--- config.mk ---
export PLATFORM = sky130hd
export DESIGN_NAME = fetch_unit
export DESIGN_NICKNAME = d
export VERILOG_FILES = /design/src/rtl/fetch_unit.sv
export SDC_FILE = /design/constraint.sdc
export NUM_CORES = 1
export LEC_CHECK = 0
export BUFFER_PORTS_ARGS = -buffer_cell sky130_fd_sc_hd__buf_4
export CAP_MARGIN = 10
export CORE_UTILIZATION = 54
export CTS_CLUSTER_SIZE = 12
export DETAILED_ROUTE_END_ITERATION = 8
export HOLD_SLACK_MARGIN = 0.08
export PLACE_DENSITY = 0.78
export SETUP_SLACK_MARGIN = 0.02
export SYNTH_ARGS = -nofsm -noshare
export SYNTH_HDL_FRONTEND = slang
export SYNTH_SLANG_ARGS = --single-unit
--- constraint.sdc ---
create_clock -name clk -period 4.14 [get_ports clk]
set_input_delay 0 -clock clk [delete_from_list [all_inputs] [get_ports clk]]
set_output_delay 0 -clock clk [all_outputs]
set_load 0.03 [all_outputs]
--- src/rtl/fetch_unit.sv ---
// fetch_unit: instruction fetch front-end.
// Issues one memory read per cycle at the PC address while credit allows.
// Credit means in-flight reads plus buffered words stay below DEPTH.
// Read addresses are queued until their data returns, and returned words are
// buffered in a small FIFO that feeds the decoder.
// Optional feature macro: FETCH_PARITY_EN. When defined, a per-entry parity
// error flag is stored for every buffered word.
//
// Decoder handshake: a word transfers on any rising edge where instr_valid
// and instr_ready are both high. instr_valid depends only on internal state,
// never on instr_ready. While instr_valid is high and instr_ready is low, the
// head word, address and parity flag are held unchanged. instr_ready is
// ignored while instr_valid is low.
module fetch_unit #(
  parameter int ADDR_WIDTH = 12,
  parameter int WORD_WIDTH = 16,
  parameter int DEPTH      = 4
) (
  input  logic                  clk,
  input  logic                  reset,
  input  logic [ADDR_WIDTH-1:0] pc_addr,
  output logic                  pc_enable,
  output logic                  mem_req,
  output logic [ADDR_WIDTH-1:0] mem_addr,
  input  logic                  mem_rvalid,
  input  logic [WORD_WIDTH-1:0] mem_rdata,
  input  logic                  flush,
  output logic                  instr_valid,
  input  logic                  instr_ready,
  output logic [14:0]           instr_word,
  output logic [ADDR_WIDTH-1:0] instr_addr,
  output logic                  instr_parity_err
);

  // Pointer width and counter width. Counters must be able to hold DEPTH itself.
  localparam int PW = $clog2(DEPTH);
  localparam int CW = PW + 1;

  // Occupancy and tracking counters
  logic [CW-1:0] count, count_n;
  logic [CW-1:0] inflight, inflight_n;
  logic [CW-1:0] drop, drop_n;

  // Buffered-word FIFO pointers and in-flight address queue pointers
  logic [PW-1:0] wr_ptr, rd_ptr;
  logic [PW-1:0] aq_wr, aq_rd;

  // Storage: buffered words with their addresses, and addresses of in-flight reads
  logic [14:0]           data_mem [DEPTH];
  logic [ADDR_WIDTH-1:0] addr_mem [DEPTH];
  logic [ADDR_WIDTH-1:0] aq_mem   [DEPTH];

`ifdef FETCH_PARITY_EN
  logic par_mem [DEPTH];
`else
  // Bit 15 carries parity, which this build does not check.
  logic unused_parity_bit;
  assign unused_parity_bit = mem_rdata[WORD_WIDTH-1];
`endif

  // Per-cycle events
  logic [CW:0] credit_sum;
  logic        issue;
  logic        resp;
  logic        push;
  logic        pop;

  // Credit check: every in-flight read already owns a FIFO slot.
  // So a full FIFO can never be pushed.
  assign credit_sum = {1'b0, inflight} + {1'b0, count};
  assign issue      = !reset && !flush && (credit_sum < (CW+1)'(DEPTH));

  assign pc_enable  = issue;
  assign mem_req    = issue;
  assign mem_addr   = pc_addr;

  // A response with nothing in flight is a protocol error.
  // It is ignored so that no counter can wrap below zero.
  assign resp = mem_rvalid && (inflight != '0);
  // A response is buffered only when it is not owed to an earlier flush.
  assign push = resp && (drop == '0) && !flush;
  assign pop  = (count != '0) && instr_ready && !flush;

  // Decoder-side outputs: head of FIFO, forced to zero when empty
  always_comb begin
    instr_valid      = (count != '0);
    instr_word       = '0;
    instr_addr       = '0;
    instr_parity_err = 1'b0;
    if (count != '0) begin
      instr_word = data_mem[rd_ptr];
      instr_addr = addr_mem[rd_ptr];
`ifdef FETCH_PARITY_EN
      instr_parity_err = par_mem[rd_ptr];
`endif
    end
  end

  // Next-state computation for the occupancy, in-flight and discard counters
  always_comb begin
    inflight_n = inflight;
    drop_n     = drop;
    count_n    = count;

    if (issue && !resp) begin
      inflight_n = inflight + CW'(1);
    end else if (!issue && resp) begin
      inflight_n = inflight - CW'(1);
    end

    // On flush, every read still outstanding after this edge must be discarded.
    // A response arriving on the flush edge is already discarded here.
    if (flush) begin
      drop_n = resp ? (inflight - CW'(1)) : inflight;
    end else if (resp && (drop != '0)) begin
      drop_n = drop - CW'(1);
    end

    if (flush) begin
      count_n = '0;
    end else if (push && !pop) begin
      count_n = count + CW'(1);
    end else if (!push && pop) begin
      count_n = count - CW'(1);
    end
  end

  // Control state register: counters and all pointers
  always_ff @(posedge clk) begin
    if (reset) begin
      count    <= '0;
      inflight <= '0;
      drop     <= '0;
      wr_ptr   <= '0;
      rd_ptr   <= '0;
      aq_wr    <= '0;
      aq_rd    <= '0;
    end else begin
      count    <= count_n;
      inflight <= inflight_n;
      drop     <= drop_n;

      // The address queue tracks reads, not buffered words.
      // A flush therefore leaves it alone.
      if (issue) begin
        aq_wr <= aq_wr + PW'(1);
      end
      if (resp) begin
        aq_rd <= aq_rd + PW'(1);
      end

      // A flush empties the FIFO.
      if (flush) begin
        wr_ptr <= '0;
        rd_ptr <= '0;
      end else begin
        if (push) begin
          wr_ptr <= wr_ptr + PW'(1);
        end
        if (pop) begin
          rd_ptr <= rd_ptr + PW'(1);
        end
      end
    end
  end

  // Data-path storage writes. Contents are only read under a valid count.
  always_ff @(posedge clk) begin
    if (issue) begin
      aq_mem[aq_wr] <= pc_addr;
    end
    if (push) begin
      data_mem[wr_ptr] <= mem_rdata[14:0];
      addr_mem[wr_ptr] <= aq_mem[aq_rd];
`ifdef FETCH_PARITY_EN
      // AGC words carry odd parity, so an even-parity word is flagged.
      par_mem[wr_ptr]  <= ~^mem_rdata[15:0];
`endif
    end
  end

endmodule

; ---- Word-level counts from Yosys, hierarchy flattened
; Memory sizes are Yosys's and may differ from the RTL's. A register that Yosys moved wholly into a read port is not among the register bits.
; Cells that the tools add are included.
[word_totals]
regBits = 17
mem_bits_rw = 156
input_bits = 33
out_inout_bits = 43
memories = 3
[op_classes]
addsub = 10
order_cmp = 1
mux = 19
n_reduce_logical = 26
[memory_table]
columns = memory, words, word_bits, rd, rd_clocked_by_memory_dff, wr, line_no
row1 = data_mem, 4, 15, 1, 1, 1, 49  ; logic [14:0] data_mem [DEPTH];
row2 = addr_mem, 4, 12, 1, 1, 1, 50  ; logic [ADDR_WIDTH-1:0] addr_mem [DEPTH];
row3 = aq_mem, 4, 12, 1, 1, 1, 51  ; logic [ADDR_WIDTH-1:0] aq_mem [DEPTH];
[op_table]
columns = operator, n
row1 = 3-bit 2-to-1 mux, 7
row2 = 15-bit 2-to-1 mux, 1
row3 = 1-bit logical AND, 12
row4 = 12-bit 2-to-1 mux, 1
row5 = 2-bit 2-to-1 mux, 6
row6 = 3-bit nonzero test, 3
row7 = 3-bit by 1-bit subtractor with 3-bit output (second input constant), 3
row8 = 2-bit by 1-bit adder with 2-bit output (second input constant), 4
row9 = 3-bit by 1-bit adder with 3-bit output (second input constant), 2
row10 = 1-bit logical NOT, 6
row11 = 2-bit nonzero test, 3
row12 = 3-bit by 3-bit adder with 4-bit output, 1
row13 = 4-bit by 3-bit less-than comparator with 1-bit output (second input constant), 1
row14 = 1-bit 2-to-1 mux, 4
row15 = 3-bit logical NOT, 1
row16 = 2-bit OR reduction, 1

; ---- Longest topological paths before layout
[depth]
ltp_word = 8
ltp_mapped = 11
mapped_depth_nobuf = 11

; ---- Worst setup path after synthesis
; OpenSTA, ideal clock, no wires.
[synth_timing]
kind = register to register
startpoint = reg inflight[2]
endpoint = reg inflight[2]
t_arrival_ps = 2598
path_slack_ps = 1471
path_stages_with_launch = 7
path_buffers = 0
path_cell_list = dfxtp_1 -> ha_1 -> or4_4 -> a311oi_4 -> ha_1 -> or3_1 -> a21oi_1
[synth_between]
elab_chain_len = 6
elab_cells_between_ends = 14
cone_classes = add/sub: 3 / order compare: 1 / mux: 2 / reduce/logical: 8
[synth_rtl]
columns = element, line_no
row1 = start: declaration, 41  ; logic [CW-1:0] inflight, inflight_n;
row2 = start signal: assignment, 140  ; inflight <= inflight_n;
row3 = 3-bit by 3-bit adder with 4-bit output (*), 70  ; assign credit_sum = {1'b0, inflight} + {1'b0, count};
row4 = 4-bit by 3-bit less-than comparator with 1-bit output (*), 71  ; assign issue = !reset && !flush && (credit_sum < (CW+1)'(DEPTH));
row5 = 1-bit logical AND (*), 71
row6 = via mem_req, 23  ; output logic mem_req,
row7 = 1-bit logical NOT, 107  ; end else if (!issue && resp) begin
row8 = 1-bit logical AND, 107
row9 = 2-bit nonzero test (no line), -
; Mark *: on every way through the listed nets, which the timed path passes. The rest lies on a longest branch. The select of a mux whose other input is x is not followed.
; A chain may end at the register's enable or synchronous reset.

; ---- Worst setup path after layout
[layout_timing]
startpoint = reg inflight[0]
endpoint = reg count[2]
[layout_between]
elab_chain_len = 7
elab_cells_between_ends = 9
cone_classes = mux: 1 / reduce/logical: 8
[layout_rtl]
columns = element, line_no
row1 = 3-bit nonzero test (*), 79  ; assign resp = mem_rvalid && (inflight != '0);
row2 = 1-bit logical AND (*), 79
row3 = 1-bit logical AND (*) (2 in series), 81  ; assign push = resp && (drop == '0) && !flush;
row4 = via push, 65  ; logic push;
row5 = 1-bit logical NOT, 123  ; end else if (!push && pop) begin
row6 = 1-bit logical AND, 123
row7 = 2-bit nonzero test (no line), -
row8 = end signal: assignment, 139  ; count <= count_n;
row9 = end: declaration, 40  ; logic [CW-1:0] count, count_n;
; Mark *: on every way through the listed nets, which the timed path passes. The rest lies on a longest branch.

==> flow_summary.ini <==
[run_status]
outcome = finished clean

[final_layout]
syn_to_final_growth_pct = 21.7
final_cells = 659
final_core_utilization_pct = 67.7
diodes = 0
drive_above_1_share_pct = 31.2
nets = 527
stdcell_area_mm2 = 0.00861

[logic_synthesis]
synth_cells = 374
ys.flop_type = edfxtp_1
yosysSeqAreaShare_pct = 72.1
synth.distinct_cells = 37
syn_nets = 425
ys_top_cells_by_area = edfxtp_1 (66%), mux4_2 (12%), dfxtp_1 (5.9%)
syn_area_mm2 = 0.00708
yosysTopAreaCell = edfxtp_1
synth_top_area_share_pct = 66.2
ys_warn_count = 0
synth_area_per_cell_um2 = 18.9
synth_edf_count = 156
async_reset_ff_share_pct = 0
ys_seq_elements = 177

[clocking]
cts_tree = built
cts_buffer_depth = 2
cts_buffers = 17
cts_resized = 0
clk_pin_slew_ns = 0.06
clock_latency_ns = 0.42
htree_levels = 4
cts_root_buffer = clkbuf_16
clock-sinks = 177

[route]
dr.pass1.iters = 5
routed_wl_mm = 11.6
vias = 3508
post-route-drc-count = 0
postRouteAntennaNets = 0
avgViaCountPerCell = 5.32
drtIter0Drc = 272
routedWlPerCell_um = 17.6

[floorplan]
die-area_mm2 = 0.0136
io_pins = 76
start_util_pct = 55.6
die_w_um = 116
rows = 41
fp.dieH_um = 116
core_mm2 = 0.0127

[pwr]
power.density_mw_per_mm2 = 533
p_leak_uw = 0.00302
vdd_ir_drop_max_v = 0.000348

[sta]
rsz0062_at_grt = no
fmax_ghz = 0.345
slew_viol_final = 0
hold_violations = 0
finalSetupViolCount = 0
relSlewSlack_pct = 32.9
fin_crit_ns = 2.90
tightest_slew_ns = 1.01
fin_setup_tns_ns = 0
post-route-period-util_pct = 70.0
fin_skew_ns = 0.00620

[setup_path]
crit_buf_inv = 2
critPathSlowestCell = dfxtp_1
crit_required_ns = 4.50
cp_slowest_stage_delay_ns = 0.44
r2r_slack_ns = 1.24
crit_type = flop to flop
cp_top_family = simple AND/OR/NAND/NOR gates
startpoint_type = flop
crit_chain = inv_1 -> ha_1 -> nor2b_1 -> nand3b_1 -> nor2_1 -> ha_1 -> inv_1 -> fa_1 -> xor2_1 -> or3_1 -> a21oi_1
cp-end-kind = flop
cp_max_fo = 6
crit_arrival_ns = 3.25

[global_route]
grt_pass1_wl_mm = 18.1
antenna_found_initial = 0
grt_max_degree = 32
grt_pass1_vias = 3543
grtUsageTotal_pct = 18.9
overflow = 0

[worst_hold_path]
hp-class = primary input to flop

[placed_design]
place_inst = 597
hpwlAfterDp_mm = 6.95
gp_congestion = 0.742
io_buffers = 73
placed_area_mm2 = 0.00772

[run]
cap_violations = 0
per-layer routing:
metal	GRT usage [%]	wire (µm)	up-vias
li1	-	-	1630
met1	22.9	4830	1763
met2	32.3	6010	100
met3	4.93	582	15
met4	8.21	195	0
met5	0	0	-
state kept, by name (all words and copies together), names as in the netlist, named ones only:
register  count
data_mem     60
wr_ptr        2
rd_ptr        2
count         3
drop          3
inflight      3
addr_mem     48
aq_mem       48
aq_rd         2
aq_wr         2
worst paths after layout:
path | start | end | cells after the start
max | inflight[0] | count[2] | 11
min | mem_rdata[1] | data_mem[2][1] | 2
max reg2reg | inflight[0] | count[2] | 11
min reg2reg | rd_ptr[1] | flop | 2
cells by family after synthesis:
logic type / count (synthesis) / synth area share [%]
fa+ha+maj: 18 / 3.29
xor+xnor: 11 / 1.36
flops: 177 / 72.1
buf+inv: 38 / 2.83
simple gates: 74 / 5.96
mux: 43 / 13.0
other cells: 1 / 0.0530
compound gates: 12 / 1.40
cells in the final DEF, fill, tap and decap left out, drive strengths merged:
master	synthesis	final
dfxtp	21	21
nand2b	1	1
and4	1	1
clkinvlp	0	2
a211oi	3	3
mux2	1	1
o31ai	1	1
bufinv	0	3
or4	1	1
nor4	2	2
or2	1	1
mux2i	3	3
o21ai	2	2
fa	1	1
buf	19	78
nand2	3	3
or3	3	3
ha	17	17
edfxtp	156	156
mux4	39	39
clkbuf	8	18
xnor2	3	3
o31a	1	1
clkinv	0	7
nor2b	2	2
o32ai	1	1
a311oi	1	1
inv	11	11
nand3	2	2
xor2	8	8
nand3b	2	2
nor3	3	3
nor2	16	16
conb	1	1
or2b	1	1
dlygate4sd3	0	32
and2	36	36
a21oi	3	3
area by class of cell:
class | count | area (µm²)
well taps | 172 | 215
repair buffers | 110 | 906
inverters | 11 | 41.3
clock buffers | 18 | 429
multi-input cells | 159 | 1770
fillers | 839 | 4110
clock inverters | 12 | 144
flip-flops and latches | 177 | 5110
what timing repair did:
action	in CTS	in global routing
setup buffers	0	0
endpoints found under the hold margin	129	0
hold buffers	32	0
where the power goes:
group          switching [µW]  internal (µW)
logic                     441            380
clock network             621            934
registers                97.1           2120
total                    1160           3440
cell usage after synthesis, types with 3 or more instances:
library cell  count
buf_4            14
mux4_2           39
buf_2             4
clkbuf_1          8
a211oi_1          3
xnor2_1           3
edfxtp_1        156
ha_1             17
a21oi_1           3
and2_1           35
nor3_1            3
or3_1             3
nor2_1           16
dfxtp_1          21
mux2i_1           3
nand2_1           3
xor2_1            8
inv_1            11
per-stage QoR:
| step | total power, µW | worst slack [ns] | hold WS [ns] |
|---|---|---|---|
| 6_report | 4590 | 1.24 | 0.322 |
| 4_1_cts | 4630 | 1.24 | 0.304 |
| 5_1_grt | 4790 | 1.08 | 0.318 |
| 3_3_place_gp | 3020 | 1.40 | 0.199 |
| 2_1_floorplan | 2820 | 1.47 | 0.0989 |
| 3_5_place_dp | 3060 | 1.29 | 0.205 |
Note: power is estimated with default switching activity, not from simulation.
